`src/rtl/apb4_pkg.sv`:
```
// -----------------------------------------------------------------------------
// apb4_pkg
// Types and constants shared by the APB4 master and its users.
//   apb4_mst_state_e : master FSM states (IDLE, SETUP, ACCESS, RESP)
//   apb4_phase_t     : {psel, penable} pair that defines the APB bus phase
//   PHASE_*          : bus-phase encodings for idle, SETUP and ACCESS
// -----------------------------------------------------------------------------
package apb4_pkg;

   typedef enum logic [1:0] {
      ST_IDLE   = 2'd0,
      ST_SETUP  = 2'd1,
      ST_ACCESS = 2'd2,
      ST_RESP   = 2'd3
   } apb4_mst_state_e;

   typedef struct packed {
      logic psel;
      logic penable;
   } apb4_phase_t;

   localparam apb4_phase_t PHASE_IDLE   = '{psel: 1'b0, penable: 1'b0};
   localparam apb4_phase_t PHASE_SETUP  = '{psel: 1'b1, penable: 1'b0};
   localparam apb4_phase_t PHASE_ACCESS = '{psel: 1'b1, penable: 1'b1};

   localparam logic [2:0] PPROT_RESET = 3'b000;

endpackage : apb4_pkg

```
`src/rtl/apb4_intf.sv`:
```
// -----------------------------------------------------------------------------
// apb4_intf
// APB4 bus bundle.
//   master modport : drives paddr, psel, penable, pwrite, pwdata, pstrb, pprot;
//                    samples pready, prdata, pslverr
//   slave modport  : the mirror image
// -----------------------------------------------------------------------------
interface apb4_intf #(
   parameter int unsigned ADDR_WIDTH = 32,
   parameter int unsigned DATA_WIDTH = 32
);

   logic [ADDR_WIDTH-1:0]   paddr;
   logic                    psel;
   logic                    penable;
   logic                    pwrite;
   logic [DATA_WIDTH-1:0]   pwdata;
   logic [DATA_WIDTH/8-1:0] pstrb;
   logic [2:0]              pprot;
   logic                    pready;
   logic [DATA_WIDTH-1:0]   prdata;
   logic                    pslverr;

   modport master (
      output paddr, psel, penable, pwrite, pwdata, pstrb, pprot,
      input  pready, prdata, pslverr
   );

   modport slave (
      input  paddr, psel, penable, pwrite, pwdata, pstrb, pprot,
      output pready, prdata, pslverr
   );

endinterface : apb4_intf

```
`src/rtl/apb4_master.sv`:
```
// -----------------------------------------------------------------------------
// apb4_master
// Converts a valid/ready command into one APB4 transfer and returns the result
// on a valid/ready response channel. One transfer in flight at a time.
// Ports:
//   clk, rst            : clock (rising edge) and async active-high reset
//   m_apb               : APB4 master modport
//   req_valid/req_ready : command handshake (ready only while idle)
//   req_write, req_addr, req_wdata, req_strb, req_prot : command fields
//   rsp_valid/rsp_ready : response handshake
//   rsp_rdata           : read data (0 for writes and timeouts)
//   rsp_err             : pslverr seen or timeout
//   rsp_timeout         : transfer aborted after TIMEOUT_CYCLES wait states
// -----------------------------------------------------------------------------
module apb4_master
   import apb4_pkg::*;
#(
   parameter int unsigned ADDR_WIDTH     = 32,
   parameter int unsigned DATA_WIDTH     = 32,
   parameter int unsigned TIMEOUT_CYCLES = 256
) (
   input  logic                    clk,
   input  logic                    rst,
   apb4_intf.master                m_apb,
   input  logic                    req_valid,
   output logic                    req_ready,
   input  logic                    req_write,
   input  logic [ADDR_WIDTH-1:0]   req_addr,
   input  logic [DATA_WIDTH-1:0]   req_wdata,
   input  logic [DATA_WIDTH/8-1:0] req_strb,
   input  logic [2:0]              req_prot,
   output logic                    rsp_valid,
   input  logic                    rsp_ready,
   output logic [DATA_WIDTH-1:0]   rsp_rdata,
   output logic                    rsp_err,
   output logic                    rsp_timeout
);

   localparam int unsigned STRB_W = DATA_WIDTH / 8;
   // Keep at least one bit so TIMEOUT_CYCLES=0 still elaborates.
   localparam int unsigned CNT_W  = (TIMEOUT_CYCLES == 0) ? 1 : $clog2(TIMEOUT_CYCLES + 1);
   localparam logic [CNT_W-1:0] CNT_LIMIT = CNT_W'(TIMEOUT_CYCLES);
   localparam bit TIMEOUT_EN = (TIMEOUT_CYCLES != 0);

   apb4_mst_state_e         state_q;
   apb4_phase_t             phase_q;
   logic [ADDR_WIDTH-1:0]   paddr_q;
   logic                    pwrite_q;
   logic [DATA_WIDTH-1:0]   pwdata_q;
   logic [STRB_W-1:0]       pstrb_q;
   logic [2:0]              pprot_q;
   logic                    rsp_valid_q;
   logic [DATA_WIDTH-1:0]   rsp_rdata_q;
   logic                    rsp_err_q;
   logic                    rsp_timeout_q;
   logic [CNT_W-1:0]        cnt_q;
   logic [CNT_W-1:0]        cnt_d;
   logic                    timeout_hit;

   // Wait-state count including the current non-ready ACCESS cycle.
   always_comb begin
      cnt_d       = cnt_q + CNT_W'(1);
      timeout_hit = TIMEOUT_EN && (cnt_d == CNT_LIMIT);
   end

   // Transfer sequencer; every bus and response output is a register.
   always_ff @(posedge clk or posedge rst) begin
      if (rst) begin
         state_q       <= ST_IDLE;
         phase_q       <= PHASE_IDLE;
         paddr_q       <= '0;
         pwrite_q      <= 1'b0;
         pwdata_q      <= '0;
         pstrb_q       <= '0;
         pprot_q       <= PPROT_RESET;
         rsp_valid_q   <= 1'b0;
         rsp_rdata_q   <= '0;
         rsp_err_q     <= 1'b0;
         rsp_timeout_q <= 1'b0;
         cnt_q         <= '0;
      end else begin
         case (state_q)
            ST_IDLE: begin
               if (req_valid) begin
                  paddr_q  <= req_addr;
                  pwrite_q <= req_write;
                  pwdata_q <= req_wdata;
                  // Reads never carry byte strobes on APB4.
                  pstrb_q  <= req_write ? req_strb : '0;
                  pprot_q  <= req_prot;
                  cnt_q    <= '0;
                  phase_q  <= PHASE_SETUP;
                  state_q  <= ST_SETUP;
               end
            end

            ST_SETUP: begin
               phase_q <= PHASE_ACCESS;
               state_q <= ST_ACCESS;
            end

            ST_ACCESS: begin
               // pready has priority over a timeout landing in the same cycle.
               if (m_apb.pready) begin
                  phase_q       <= PHASE_IDLE;
                  rsp_valid_q   <= 1'b1;
                  rsp_rdata_q   <= pwrite_q ? '0 : m_apb.prdata;
                  rsp_err_q     <= m_apb.pslverr;
                  rsp_timeout_q <= 1'b0;
                  state_q       <= ST_RESP;
               end else if (timeout_hit) begin
                  cnt_q         <= cnt_d;
                  phase_q       <= PHASE_IDLE;
                  rsp_valid_q   <= 1'b1;
                  rsp_rdata_q   <= '0;
                  rsp_err_q     <= 1'b1;
                  rsp_timeout_q <= 1'b1;
                  state_q       <= ST_RESP;
               end else if (TIMEOUT_EN) begin
                  cnt_q <= cnt_d;
               end
            end

            ST_RESP: begin
               if (rsp_ready) begin
                  rsp_valid_q <= 1'b0;
                  state_q     <= ST_IDLE;
               end
            end

            default: begin
               phase_q <= PHASE_IDLE;
               state_q <= ST_IDLE;
            end
         endcase
      end
   end

   // Command acceptance follows the state alone.
   assign req_ready = (state_q == ST_IDLE);

   assign m_apb.paddr   = paddr_q;
   assign m_apb.psel    = phase_q.psel;
   assign m_apb.penable = phase_q.penable;
   assign m_apb.pwrite  = pwrite_q;
   assign m_apb.pwdata  = pwdata_q;
   assign m_apb.pstrb   = pstrb_q;
   assign m_apb.pprot   = pprot_q;

   assign rsp_valid   = rsp_valid_q;
   assign rsp_rdata   = rsp_rdata_q;
   assign rsp_err     = rsp_err_q;
   assign rsp_timeout = rsp_timeout_q;

endmodule : apb4_master

```
`src/flat_wrapper.sv`:
```
// flat-port wrapper written by rule: the top's interface ports become plain ports
module apb4_master_flat import apb4_pkg::*;
#(
   parameter int unsigned ADDR_WIDTH     = 32,
   parameter int unsigned DATA_WIDTH     = 32,
   parameter int unsigned TIMEOUT_CYCLES = 256
)
  (clk, rst, req_valid, req_ready, req_write, req_addr, req_wdata, req_strb, req_prot, rsp_valid, rsp_ready, rsp_rdata, rsp_err, rsp_timeout, m_apb_paddr, m_apb_psel, m_apb_penable, m_apb_pwrite, m_apb_pwdata, m_apb_pstrb, m_apb_pprot, m_apb_pready, m_apb_prdata, m_apb_pslverr);
  apb4_intf #(.ADDR_WIDTH(ADDR_WIDTH), .DATA_WIDTH(DATA_WIDTH)) m_apb_i ();
  input  logic clk;
  input  logic rst;
  input  logic req_valid;
  output logic req_ready;
  input  logic req_write;
  input  logic [ADDR_WIDTH-1:0] req_addr;
  input  logic [DATA_WIDTH-1:0] req_wdata;
  input  logic [DATA_WIDTH/8-1:0] req_strb;
  input  logic [2:0] req_prot;
  output logic rsp_valid;
  input  logic rsp_ready;
  output logic [DATA_WIDTH-1:0] rsp_rdata;
  output logic rsp_err;
  output logic rsp_timeout;
  output wire logic [$bits(m_apb_i.paddr)-1:0] m_apb_paddr;
  output wire logic [$bits(m_apb_i.psel)-1:0] m_apb_psel;
  output wire logic [$bits(m_apb_i.penable)-1:0] m_apb_penable;
  output wire logic [$bits(m_apb_i.pwrite)-1:0] m_apb_pwrite;
  output wire logic [$bits(m_apb_i.pwdata)-1:0] m_apb_pwdata;
  output wire logic [$bits(m_apb_i.pstrb)-1:0] m_apb_pstrb;
  output wire logic [$bits(m_apb_i.pprot)-1:0] m_apb_pprot;
  input wire logic [$bits(m_apb_i.pready)-1:0] m_apb_pready;
  input wire logic [$bits(m_apb_i.prdata)-1:0] m_apb_prdata;
  input wire logic [$bits(m_apb_i.pslverr)-1:0] m_apb_pslverr;
  assign m_apb_paddr = m_apb_i.paddr;
  assign m_apb_psel = m_apb_i.psel;
  assign m_apb_penable = m_apb_i.penable;
  assign m_apb_pwrite = m_apb_i.pwrite;
  assign m_apb_pwdata = m_apb_i.pwdata;
  assign m_apb_pstrb = m_apb_i.pstrb;
  assign m_apb_pprot = m_apb_i.pprot;
  assign m_apb_i.pready = m_apb_pready;
  assign m_apb_i.prdata = m_apb_prdata;
  assign m_apb_i.pslverr = m_apb_pslverr;
  apb4_master #(.ADDR_WIDTH(ADDR_WIDTH), .DATA_WIDTH(DATA_WIDTH), .TIMEOUT_CYCLES(TIMEOUT_CYCLES)) u_core (.clk(clk), .rst(rst), .m_apb(m_apb_i), .req_valid(req_valid), .req_ready(req_ready), .req_write(req_write), .req_addr(req_addr), .req_wdata(req_wdata), .req_strb(req_strb), .req_prot(req_prot), .rsp_valid(rsp_valid), .rsp_ready(rsp_ready), .rsp_rdata(rsp_rdata), .rsp_err(rsp_err), .rsp_timeout(rsp_timeout));
endmodule
```
`config.mk`:
```
export PLATFORM = sky130hd
export DESIGN_NAME = apb4_master_flat
export DESIGN_NICKNAME = d
export VERILOG_FILES = /design/src/rtl/apb4_pkg.sv /design/src/rtl/apb4_intf.sv /design/src/rtl/apb4_master.sv /design/src/flat_wrapper.sv
export SDC_FILE = /design/constraint.sdc
export NUM_CORES = 1
export LEC_CHECK = 0
export ABC_AREA = 0
export CAP_MARGIN = 15
export CORE_ASPECT_RATIO = 0.75
export CORE_UTILIZATION = 46
export DETAILED_ROUTE_END_ITERATION = 8
export PLACE_DENSITY = 0.83
export SLEW_MARGIN = 20
export SYNTH_ARGS = -nofsm -noshare
export SYNTH_HDL_FRONTEND = slang
export SYNTH_SLANG_ARGS = --single-unit
```
`constraint.sdc`:
```
create_clock -name clk -period 8.7 [get_ports clk]
set_input_delay 1.74 -clock clk [delete_from_list [all_inputs] [get_ports clk]]
set_output_delay 1.74 -clock clk [all_outputs]
set_load 0.05 [all_outputs]
```
==> Word level (Yosys, flattened, before mapping) <==
Cells that the tools add are included.
{ "totals": {"out_inout_bits": 110, "elab_cells": 55, "romBits": 0, "inputBits": 110, "n_memories": 0, "regBits": 120, "latchBits": 0, "ram_bits": 0} }
{ "op_classes": {"eq_ne": 8, "mux": 22, "order_cmp": 0, "n_shift": 0, "n_bitwise": 0, "div": 0, "mul": 0, "addsub": 1, "n_reduce_logical": 11} }
{ "ops": {"columns": ["op", "count"], "rows": [
  ["$mux W32", 3],
  ["$mux W9", 2],
  ["$pmux W9 S2", 1],
  ["$mux W2", 7],
  ["$reduce_and A3 Y1", 4],
  ["$add A9 B1 Y9 const B", 1],
  ["$eq A9 B9 Y1 const B", 1],
  ["$pmux W2 S4", 1],
  ["$ne A2 B2 Y1 const B", 3],
  ["$pmux W2 S3", 1],
  ["$reduce_bool A2 Y1", 3],
  ["$mux W1", 5],
  ["$eq A2 B2 Y1 const B", 2],
  ["$mux W4", 1],
  ["$reduce_and A2 Y1", 2],
  ["$ne A3 B2 Y1 const B", 1],
  ["$reduce_bool A3 Y1", 1],
  ["$eq A2 B1 Y1 const B", 1],
  ["$logic_not A2 Y1", 1],
  ["$pmux W1 S2", 1]
]} }

==> Depth between registers and ports, before layout <==
{ "logic_depth": {"depth_word": 5, "depth_mapped": 8, "depth_no_buf": 7} }

==> Worst setup path before layout <==
OpenSTA, ideal clock, no wires.
{ "synth_timing": {"path_kind": "input to register", "start": "input req_valid", "end": "register u_core.paddr_q[10], in the netlist u_core.m_apb.paddr[10]", "setup_time_ns": 0.125, "n_path_buf": 2, "arrival_time_ns": 2.876, "path_slack_ns": 5.699, "required_ns": 8.575, "stages": 4, "path_cell_list": "nand2_1 > clkbuf_1 > clkbuf_1 > mux2_2"} }
{ "synth_between": {"elab_chain_len": 1} }
{ "synth_rtl": {"columns": ["item", "line", "source"], "rows": [
  ["start, declared", "flat_wrapper.sv:12", "input logic req_valid;"],
  ["$reduce_and A2 Y1 (no source line)", null, null],
  ["end signal, assigned", "apb4_master.sv:85", "paddr_q <= req_addr;"],
  ["end, declared", "apb4_master.sv:47", "logic [ADDR_WIDTH-1:0] paddr_q;"]
]} }
No other way between the ends.
A chain may end at the register's enable or synchronous reset.

==> Final worst setup path <==
{ "layout_timing": {"start": "input m_apb_pready", "end": "register u_core.cnt_q[8]"} }
{ "layout_between": {"elab_chain_len": 2} }
{ "layout_rtl": {"columns": ["item", "line", "source"], "rows": [
  ["start, declared", "flat_wrapper.sv:31", "input wire logic [$bits(m_apb_i.pready)-1:0] m_apb_pready;"],
  ["$ne A2 B2 Y1 (no source line)", null, null],
  ["$reduce_and A3 Y1 (no source line)", null, null],
  ["end signal, assigned", "apb4_master.sv:112", "cnt_q <= cnt_d;"],
  ["end signal, assigned", "apb4_master.sv:120", "cnt_q <= cnt_d;"],
  ["end, declared", "apb4_master.sv:56", "logic [CNT_W-1:0] cnt_q;"]
]} }
No other way between the ends.

==> results.json <==
{
  "drive_above_1_share_pct": 16.0,
  "rr_worst_depth": 7,
  "post_cts_buffers": 0,
  "synth_common_cells": "120 x dfrtp_1, 68 x mux2_2, 58 x nand2_1",
  "htreeDepth": 4,
  "synth_fp_nets": 579,
  "slew_headroom_pct": 34.4,
  "cts_buffers": 17,
  "synthArstFlopShare_pct": 100,
  "synth-edff-count": 0,
  "syn_area_um2": 5250,
  "cts_hold_buf": 0,
  "synth_seq_cells": 120,
  "ant_nets": 0,
  "synth_top_area_share_pct": 57.2,
  "status": "complete, but fails checks",
  "min-delay-start": "u_core.m_apb.pstrb[0]",
  "path_class": "input pin to register",
  "initial_utilization_pct": 47.7,
  "cts_resized": 0,
  "yosysWarnings": 0,
  "yosysSeqAreaShare_pct": 57.2,
  "num_vias": 4373,
  "viasPerCell": 5.28,
  "arrival_ps": 4160,
  "cp-end-kind": "register",
  "synthDistinctLibCells": 42,
  "finalHoldViolations": 0,
  "r2r-start": "u_core.cnt_q[0]",
  "fin_hold_ws_ps": 478,
  "wirelength_um": 14300,
  "regToRegSetupSlack_ps": 6050,
  "tritoncts": "done",
  "route.detailed.drc": 13,
  "ys.flop_type": "dfrtp_1",
  "power_density_nw_per_um2": 446,
  "place_ws_ps": 4390,
  "core-area_um2": 11000,
  "cp-start-kind": "input pin",
  "dieArea_um2": 11900,
  "fin_crit_ps": 3890,
  "post_drt_wl_per_cell_um": 17.2,
  "cp_max_fo": 36,
  "finalWorstSetupSlack_ps": 4810,
  "yosys-top-cells-area": "dfrtp_1 57%, mux2_2 15%, nor2b_1 4.3%",
  "violations": "DRC",
  "clock.fmax_ghz": 0.257,
  "setup_violations": 0,
  "gp_congestion": 0.842,
  "drt_iter0_markers": 228,
  "ios": 220,
  "grt_pass1_wl_um": 21700,
  "clk_pin_slew_ps": 60,
  "grt.overflow.total": 0,
  "clkLatencyLatePin_ps": 410,
  "syn_avg_cell_area_um2": 11.4,
  "diodes": 0,
  "die_h_um": 94.6,
  "crit_start": "m_apb_pready",
  "worstMarginPinSlew_ps": 977,
  "synth_area_leader_cell": "dfrtp_1",
  "hold_class": "register to register",
  "synth.most_common_cell": "dfrtp_1",
  "grt_max_degree": 89,
  "synth_cells": 462,
  "drv_cap": 0,
  "antenna_found_initial": 0,
  "cts.path.max_buffers": 2,
  "grt_pass1_vias": 4291,
  "hold-path-cell-count": 2,
  "reg2reg_to": "u_core.rsp_rdata[25]",
  "die_x_um": 125,
  "rsz0062_at_grt": "false",
  "cts_sinks": 120,
  "holdPathEnd": "u_core.m_apb.pstrb[0]",
  "power_leakage_nw": 3.36,
  "drtPass1Iterations": 9,
  "hpwl_um": 9930,
  "fin_crit_sh_pct": 44.7,
  "tns_ps": 0,
  "report.final.slew_viol_count": 0,
  "required_ps": 8980,
  "root_buffer": "clkbuf_16",
  "syn_to_final_growth_pct": 54.0,
  "grtUsageTotal_pct": 24.0,
  "numPortBuffers": 219,
  "clock_skew_ps": 9.77,
  "rows": 33,
  "fin_nets": 796,
  "vdd_drop_max_mv": 0.295
}
==> per-stage QoR <==
step | power [mW] | utilization, % | cell area [µm²] | cells
6_report | 3.60 | 73.4 | 8090 | 829
5_1_grt | 3.76 | 73.4 | 8090 | 829
4_1_cts | 3.63 | 73.2 | 8080 | 828
3_5_place_dp | 2.97 | 68.4 | 7540 | 799
3_3_place_gp | 2.92 | 68.3 | 7530 | 799
2_1_floorplan | 2.28 | - | 5250 | 462
==> worst max path at each step <==
stage	endpoint	slack, ps	cells past startpoint
after floorplan	u_core.cnt_q[0]	3770	1
after global placement	u_core.cnt_q[4]	4540	6
after detailed placement	u_core.cnt_q[4]	4390	6
after CTS	u_core.cnt_q[8]	4780	6
after global routing	u_core.cnt_q[7]	4550	6
final	u_core.cnt_q[8]	4810	6
==> final cells by class <==
type,instances,area (µm²)
repair buffers,222,2220
fillers,734,2930
clock buffers,20,457
well taps,140,175
inverters,7,28.8
flip-flops and latches,120,3000
clock inverters,9,78.8
multi-input cells,311,2130
==> kinds of logic (layout without fill, tap and decap cells) <==
group / count (synthesis) / in the layout / share of synthesized area [%]
compound gates: 110 / 110 / 11.8
xor+xnor: 2 / 2 / 0.333
buf+inv: 31 / 258 / 2.67
simple gates: 124 / 124 / 11.8
flops: 120 / 120 / 57.2
fa+ha+maj: 7 / 7 / 1.67
mux: 68 / 68 / 14.6
==> registers in the layout (all words and copies together) (netlist names), 2 cells and up <==
register	cells
u_core.m_apb.pwdata	32
u_core.m_apb.pstrb	4
u_core.m_apb.paddr	32
u_core.rsp_rdata	32
u_core.m_apb.pprot	3
u_core.cnt_q	9
u_core.state_q	2
==> worst max-delay path: stages <==
cell and delay, ps:
clkdlybuf4s50_1 530, clkinv_1 780, nand3_1 720, a31oi_1 70, o21ai_0 180, o21ai_0 130
==> power breakdown <==
group          internal (mW)  total (mW)  leakage (nW)  switching, mW
combinational          0.726        2.00          1.70           1.27
clock                  0.400       0.637         0.263          0.238
sequential             0.810       0.971          1.40          0.160
total                   1.94        3.60          3.36           1.67
==> placed cells by master (no fill, tap or decap), types with 2 or more instances in the layout <==
cell	instances
clkdlybuf4s50_1	219
dfrtp_1	120
mux2_2	68
nand2_1	57
o21ai_0	44
nor2b_1	36
a21oi_1	35
clkbuf_16	17
nand3_1	7
nor2_1	7
o21ai_1	7
ha_1	7
inv_1	5
o31ai_1	5
clkinv_2	5
nand4_1	3
o21ai_2	3
xor2_1	2
o21a_1	2
o41ai_1	2
or2_2	2
a31oi_1	2
o32ai_1	2
clkbuf_8	2
clkinvlp_4	2
buf_6	2
==> layer usage <==
metal	track usage [%]	vias up	wire length, µm
met3	10.8	18	1420
met1	26.1	2118	5390
met4	8.13	0	212
met2	42.2	200	7260
met5	0	-	0
li1	-	2037	-
No activity file was read; power rests on OpenSTA's default activity.
